**config.mk**
```make
export PLATFORM = sky130hd
export DESIGN_NAME = mul32_seq_ctrl
export DESIGN_NICKNAME = d
export VERILOG_FILES = /design/src/rtl/mul32_seq_pkg.sv /design/src/rtl/mul32_seq_ctrl_wallace.sv /design/src/rtl/mul32_seq_ctrl.sv
export SDC_FILE = /design/constraint.sdc
export NUM_CORES = 1
export LEC_CHECK = 0
export CORE_UTILIZATION = 40
export CTS_BUF_LIST = sky130_fd_sc_hd__clkbuf_16
export DETAILED_ROUTE_END_ITERATION = 16
export GPL_TIMING_DRIVEN = 1
export PLACE_DENSITY = 0.67
export SLEW_MARGIN = 10
export SYNTH_ARGS = -nofsm -noshare
export SYNTH_HDL_FRONTEND = slang
export SYNTH_SLANG_ARGS = --single-unit
```
**constraint.sdc**
```tcl
create_clock -name clk -period 10.4 [get_ports clk]
set_input_delay 2.08 -clock clk [delete_from_list [all_inputs] [get_ports clk]]
set_output_delay 2.08 -clock clk [all_outputs]
set_load 0.02 [all_outputs]
```
**src/rtl/mul32_seq_pkg.sv**
```systemverilog
// mul32_seq_pkg: shared types, sizes and partial-product placement for mul32_seq_ctrl
package mul32_seq_pkg;
   typedef enum logic [1:0] {IDLE, RUN, DRAIN, DONE} state_t;
   localparam int BYTE_W = 8;
   localparam int NUM_PP = 16;
   localparam int PROD_W = 64;
   // step k pairs byte k[3:2] of a with byte k[1:0] of b, so the product lands at 8*(i+j)
   function automatic logic [PROD_W-1:0] place_pp(input logic [2*BYTE_W-1:0] pp, input logic [3:0] k);
      return {{(PROD_W-2*BYTE_W){1'b0}}, pp} << (BYTE_W * (int'(k[3:2]) + int'(k[1:0])));
   endfunction
endpackage

```
**src/rtl/mul32_seq_ctrl_wallace.sv**
```systemverilog
// wallace: combinational 8x8 unsigned multiplier built from a carry-save reduction tree
// ports: a, b (8-bit operands) -> p (16-bit product)
module wallace (
   input  logic [7:0]  a,
   input  logic [7:0]  b,
   output logic [15:0] p
);
   function automatic logic [31:0] csa(input logic [15:0] x, input logic [15:0] y, input logic [15:0] z);
      return {((x & y) | (x & z) | (y & z)) << 1, x ^ y ^ z};
   endfunction
   logic [15:0] r [8];
   logic [31:0] l1a, l1b, l2a, l2b, l3, l4;
   always_comb begin
      for (int i = 0; i < 8; i++) r[i] = {8'b0, b[i] ? a : 8'b0} << i;
      l1a = csa(r[0], r[1], r[2]);
      l1b = csa(r[3], r[4], r[5]);
      l2a = csa(l1a[15:0], l1a[31:16], l1b[15:0]);
      l2b = csa(l1b[31:16], r[6], r[7]);
      l3  = csa(l2a[15:0], l2a[31:16], l2b[15:0]);
      l4  = csa(l3[15:0], l3[31:16], l2b[31:16]);
      p   = l4[15:0] + l4[31:16];
   end
endmodule

```
**src/rtl/mul32_seq_ctrl.sv**
```systemverilog
// mul32_seq_ctrl: 32x32->64 unsigned multiply via sixteen byte products through one shared 8x8 multiplier
// ports: clk, rst (async, active-high); in_valid/in_ready/in_a/in_b operand handshake;
//        flush (sync abort); out_valid/out_ready/out_p result handshake; busy (RUN or DRAIN)
// REG_PP=1 registers each byte product before accumulation, adding a DRAIN cycle.
module mul32_seq_ctrl
   import mul32_seq_pkg::*;
#(
   parameter bit REG_PP = 1'b0
) (
   input  logic              clk,
   input  logic              rst,
   input  logic              in_valid,
   output logic              in_ready,
   input  logic [31:0]       in_a,
   input  logic [31:0]       in_b,
   input  logic              flush,
   output logic              out_valid,
   input  logic              out_ready,
   output logic [PROD_W-1:0] out_p,
   output logic              busy
);
   state_t state, state_nx;
   logic [31:0] a_q, b_q;
   logic [PROD_W-1:0] acc, add_val;
   logic [3:0] cnt, k_q;
   logic [2*BYTE_W-1:0] pp, pp_q;
   logic [BYTE_W-1:0] a_byte, b_byte;
   logic add_en;

   assign a_byte = a_q[cnt[3:2]*BYTE_W +: BYTE_W];
   assign b_byte = b_q[cnt[1:0]*BYTE_W +: BYTE_W];

   wallace u_mul (.a(a_byte), .b(b_byte), .p(pp));

   // registered mode adds the previous step's product, so the first RUN cycle adds nothing
   assign add_en  = REG_PP ? ((state == RUN && cnt != 4'd0) || state == DRAIN) : state == RUN;
   assign add_val = REG_PP ? place_pp(pp_q, k_q) : place_pp(pp, cnt);

   assign in_ready  = state == IDLE;
   assign busy      = state == RUN || state == DRAIN;
   assign out_valid = state == DONE;
   assign out_p     = acc;

   always_ff @(posedge clk or posedge rst)
      if (rst) state <= IDLE;
      else state <= state_nx;

   always_comb begin
      state_nx = state;
      case (state)
         IDLE:    state_nx = in_valid ? RUN : IDLE;
         RUN:     state_nx = cnt == 4'(NUM_PP - 1) ? (REG_PP ? DRAIN : DONE) : RUN;
         DRAIN:   state_nx = DONE;
         DONE:    state_nx = out_ready ? IDLE : DONE;
         default: state_nx = IDLE;
      endcase
      if (flush) state_nx = IDLE;
   end

   always_ff @(posedge clk or posedge rst)
      if (rst) begin
         a_q  <= '0;
         b_q  <= '0;
         acc  <= '0;
         cnt  <= '0;
         pp_q <= '0;
         k_q  <= '0;
      end else begin
         if (state == RUN) begin
            pp_q <= pp;
            k_q  <= cnt;
         end
         if (flush) begin
            acc <= '0;
            cnt <= '0;
         end else if (state == IDLE && in_valid) begin
            a_q <= in_a;
            b_q <= in_b;
            acc <= '0;
            cnt <= '0;
         end else begin
            if (state == RUN) cnt <= cnt + 4'd1;
            if (add_en) acc <= acc + add_val;
         end
      end
endmodule
```
==> run summary, run 1 <==
Max Root-Sink Buffers = 2
WL final = 34300 um
post-synthesis mux area share = 12.1%
fraction of layout cells with a size suffix above 1 = 9.40%
max-cap violations = 0
Core Rows = 62
internal power = 2100 uW
fin crit period = 9260 ps
starting density of the core = 41.0%
Setup crit start = cnt[0]
Seq pwr share = 14.1%
Pleak = 0.00622 uW
Post-synth top cells = dfrtp_1 (134), nor2_1 (117), nand2_1 (116)
Synth Area in Compound Gates = 16.3%
end of the critical path = out_p[63]
initial drt markers = 712
grt total ovfl = 0
total power = 4490 uW
Post-Syn Instances = 1310
Remaining DRCs = 0
Hold Crit Class = register to register
kind of start point of the critical path = register
r2r setup slk = 1140 ps
Critical Path RT = 10760 ps
slowest CP cell = mux2i_1
syn avg cell area = 9.09 sq um
Critical Path End Type = register
clk root buf = clkbuf_16
Die H = 175 um
Max Clock Skew = 12.9 ps
Port Buffers = 135
drt first pass iters = 5
Ports = 136
ranking of synthesized cells by area = dfrtp_1 (28%), ha_1 (9.9%), fa_1 (6.9%)
Worst R2R Start = cnt[0]
CTS tree = built
first-pass GRT wire length = 55100 um
number of diodes = 0
Hold Buf Count CTS = 0
CTS clk-pin slew, worst paths = 70 ps
Main synth FF type = dfrtp_1
Synth Area in Simple Gates = 18.5%
Post-DRT Antenna Nets = 0
crit path kind = register to register
Synth top area share = 28.2%
Post-Synth XOR/XNOR Area = 4.12%
Synth Area in Adders = 16.8%
H-tree depth = 4
max incr delay on CP = 840 ps
clock sinks = 134
final core utilization = 48.8%
Max transition margin = 29.6%
count of final hold-check violations = 0
worst skew pair latency = 440 ps
RSZ-0062 raised after global routing = false
Synth cell types = 70
YS warnings = 0
max frequency = 0.108 GHz
Comb pwr share = 72.8%
FF-to-FF path depth = 27
worst vdd ir = 0.000298 V
Area Growth Syn to Fin = 18.8%
final setup TNS = 0 ps
net total in the final layout = 1617
status = complete, no violations
P per Cell Area = 317 nW/um^2
Routability Congestion = 1.01
via count = 10400
post-synthesis sequential area ratio = 28.2%
most frequent cell after synthesis = dfrtp_1
Worst Max-Slew Pin Slew = 1030 ps
leading area contributor after synthesis = dfrtp_1
total CTS buffers = 17
post-synthesis register bit count = 134
GRT Overall Usage = 23.0%
DR vias/cell = 5.76
# fillers = 2748
antenna violations before repair = 0
CTS resizes = 0
Clock Power Share = 13.1%
switching pwr = 2390 uW
Net Sw Frac = 53.2%
R2R Path End = out_p[63]
die area = 30500 sq um
Final Cycle Share = 89.1%
number of setup buffers added after CTS = 0
Data arrival, critical path = 9620 ps
Synth Net Count = 1514
Crit Path Max Fanout = 12
max-slew violations = 0
final setup vio count = 0
largest family of logic cells by synthesized area = simple AND/OR/NAND/NOR gates
Post-synth ARST share = 100%
core area = 29000 sq um
hpwl dp = 26400 um
WL/cell = 19.0 um
mapped cell area = 11900 sq um
Die X = 175 um
number of synthesized flops with an enable pin = 0
vias in the first global route = 10400
largest net degree at the start of global routing = 74
-- layer usage --
metal	track usage, %	up-vias	share of wire (%)
met1	31.4	5059	46
li1	-	4931	-
met2	35.9	373	45
met3	4.51	67	6.2
met5	0	-	0
met4	8.99	0	3.0
-- power groups by stage --
stage / clock network (uW) / logic (uW) / registers (uW)
floorplan: 0 / 2230 / 642
global placement: 0 / 3160 / 641
detailed placement: 0 / 3180 / 644
CTS: 598 / 3200 / 635
global route: 622 / 3560 / 643
finish: 588 / 3260 / 634
-- how the worst min path moves through the flow --
stage	from	to	slack, ps	depth (start not counted)
finish	b_q[15]	b_q[15]	500	1
global route	a_q[9]	a_q[9]	520	1
CTS	a_q[9]	a_q[9]	500	1
detailed placement	a_q[9]	a_q[9]	490	1
global placement	b_q[20]	b_q[20]	480	1
floorplan	a_q[10]	a_q[10]	470	1
-- flip-flops by register name (all words and copies together) (netlist names) --
name	cells
out_p	64
a_q	32
b_q	32
cnt	4
state	2
-- cells in the final DEF (no fill, tap or decap), types with 7 or more instances in the layout --
master and n:
a211oi_1 10, a21o_1 27, a21oi_1 86, a22oi_1 8
a31oi_1 12, and2_1 57, and3_1 17, buf_4 7
clkbuf_16 17, clkdlybuf4s50_1 135, dfrtp_1 134, fa_1 41
ha_1 93, inv_1 67, mux2_2 66, mux2i_1 34
mux4_2 16, nand2_1 116, nand3_1 35, nand4_1 19
nor2_1 117, nor2b_1 19, nor3_1 23, o21a_1 7
o21ai_0 51, o21bai_1 11, o22ai_1 9, o31ai_1 7
or3_1 14, xnor2_1 33, xor2_1 23
-- through the flow --
step           instance area (sq um)  hold slack (ps)  setup slack [ps]  std cells
2_1_floorplan                  11900              474              2470       1310
3_3_place_gp                   13600              483              1340       1778
3_5_place_dp                   13600              491              1320       1778
4_1_cts                        14100              504              1250       1810
5_1_grt                        14100              519               648       1810
6_report                       14100              502              1140       1810
-- final cells by class --
type,count,area [sq um],area share (%)
inverters,68,260,1.84
multi-input cells,1050,8090,57.2
well taps,384,480,3.40
clock buffers,17,425,3.01
clock inverters,15,139,0.982
repair buffers,142,1400,9.92
flip-flops and latches,134,3350,23.7
-- kinds of logic (layout without fill, tap and decap cells) --
kind of cell,count (synthesis),count (layout)
and+or+nand+nor,448,448
AOI/OAI and AO/OA,295,295
adders and majority gates,135,135
DFF,134,134
buffers and inverters,126,242
muxes,116,116
xor gates and xnor gates,56,56
-- worst max-delay path: cells and delay by family (launching register included) --
family	cells	cell delay [ps]
adders and majority gates	6	2800
xor gates and xnor gates	1	200
and+or+nand+nor	6	1080
muxes	2	1520
AOI/OAI and AO/OA	10	2740
buffers and inverters	2	90
DFF	1	750
(Power assumes the default switching activity.)
==> inputs of run 2 (changes only) <==
Settings changed: CTS_CLUSTER_DIAMETER from default to 80, TNS_END_PERCENT from default to 1.
Clock period 10.4 ns to 10.17 ns, I/O delays scaled along.
==> run summary, run 2 (synthesized netlist as in run 1, its figures left out) <==
via count = 10400
Remaining DRCs = 0
largest net degree at the start of global routing = 74
DR vias/cell = 5.77
R2R Path End = out_p[63]
grt total ovfl = 0
worst skew pair latency = 440 ps
max-slew violations = 0
Crit Path Max Fanout = 12
count of final hold-check violations = 0
core area = 29000 sq um
CTS clk-pin slew, worst paths = 70 ps
dpl cell area = 13600 sq um
HP Start = b_q[15]
met1 usage = 31.6%
most frequent cells in the layout = clkdlybuf4s50_1 (135), dfrtp_1 (134), nor2_1 (117)
final setup vio count = 0
GRT Max-Usage Layer = met2
clk root buf = clkbuf_16
Buf/Inv on CP = 2
starting density of the core = 41.0%
r2r setup slk = 1000 ps
Worst Hold End = b_q[15]
met2 usage = 36.2%
Routability Congestion = 1.00
net total in the final layout = 1617
commonest non-fill, non-tap cell in the layout = clkdlybuf4s50_1
Max Root-Sink Buffers = 2
Hold Buf Count CTS = 0
GRT Overall Usage = 23.1%
number of flip-flops in the largest register = 64
first-pass GRT wire length = 55200 um
max frequency = 0.109 GHz
RSZ-0062 raised after global routing = false
fin crit period = 9170 ps
Max transition margin = 33.7%
hpwl dp = 26400 um
Critical Path End Type = register
antenna violations before repair = 0
Port Buffers = 135
depth of the worst hold-timing path = 1
max-cap violations = 0
kind of start point of the critical path = register
Hold Crit Class = register to register
fraction of layout cells with a size suffix above 1 = 9.40%
clock sinks = 134
final setup TNS = 0 ps
max incr delay on CP = 760 ps
CTS resizes = 0
Core Rows = 62
design area = 14100 sq um
delay-heaviest family, CP = adder cells
number of setup buffers added after CTS = 0
WL final = 34400 um
worst vdd ir = 0.000297 V
CTS tree = built
H-tree depth = 4
CP Depth = 27
Ports = 136
total CTS buffers = 17
Max Clock Skew = 10.7 ps
Post-DRT Antenna Nets = 0
Die H = 175 um
WL/cell = 19.0 um
vias in the first global route = 10200
crit path kind = register to register
Worst R2R Start = cnt[0]
slowest CP cell = a2111oi_2
Data arrival, critical path = 9530 ps
die area = 30500 sq um
status = complete, no violations
number of diodes = 0
Critical Path RT = 10530 ps
Pleak = 0.00622 uW
initial drt markers = 788
Die X = 175 um
Worst Max-Slew Pin Slew = 995 ps
Final Cycle Share = 90.1%
Area Growth Syn to Fin = 18.9%
GR Layer Usage met3 = 4.51%
P per Cell Area = 322 nW/um^2
FF-to-FF path depth = 27
drt first pass iters = 7
run 2: cell counts in the layout (fill, tap and decap cells not counted):
Identical to the previous run, type by type.
run 2: per-stage QoR:
step | power, uW | util, % | cells | worst slack [ps] | hold WS [ps]
finish | 4560 | 48.8 | 1810 | 1000 | 503
global route | 4930 | 48.8 | 1810 | 556 | 520
CTS | 4530 | 48.8 | 1810 | 1120 | 505
detailed placement | 3910 | 46.8 | 1778 | 1190 | 491
global placement | 3890 | 46.8 | 1778 | 1110 | 483
floorplan | 2930 | - | 1310 | 2240 | 474
run 2: how the worst max path moves through the flow:
stage                     end  slack, ps   start
detailed placement  out_p[63]       1190  cnt[0]
global route        out_p[63]        560  cnt[0]
CTS                 out_p[63]       1120  cnt[0]
finish              out_p[63]       1000  cnt[0]
floorplan           out_p[63]       2240  cnt[0]
global placement    out_p[63]       1110  cnt[0]
run 2: layout make-up:
| cell class | instances | area (sq um) |
|---|---|---|
| Clock buffer | 17 | 425 |
| Clock inverter | 15 | 141 |
| Fill cell | 2748 | 14900 |
| Inverter | 68 | 260 |
| Multi-Input combinational cell | 1050 | 8090 |
| Sequential cell | 134 | 3350 |
| Tap cell | 384 | 480 |
| Timing Repair Buffer | 142 | 1400 |
run 2: worst register-to-register path, delay by kind of cell (launching register included):
kind | cells | cell delay, ps
muxes | 2 | 1420
buffers and inverters | 2 | 90
AOI/OAI and AO/OA | 10 | 2760
DFF | 1 | 740
adders and majority gates | 6 | 2790
xor gates and xnor gates | 1 | 200
and+or+nand+nor | 6 | 1090
run 2: power breakdown:
part / switching (uW) / internal [uW]
logic: 2090 / 1220
registers: 46.7 / 602
clock network: 281 / 323
total: 2420 / 2150
run 2: layer usage:
metal  up-vias  wire length (um)
met5         -                 0
met4         0               938
met3        61              2260
met2       391             15400
met1      5046             15700
li1       4940                 -
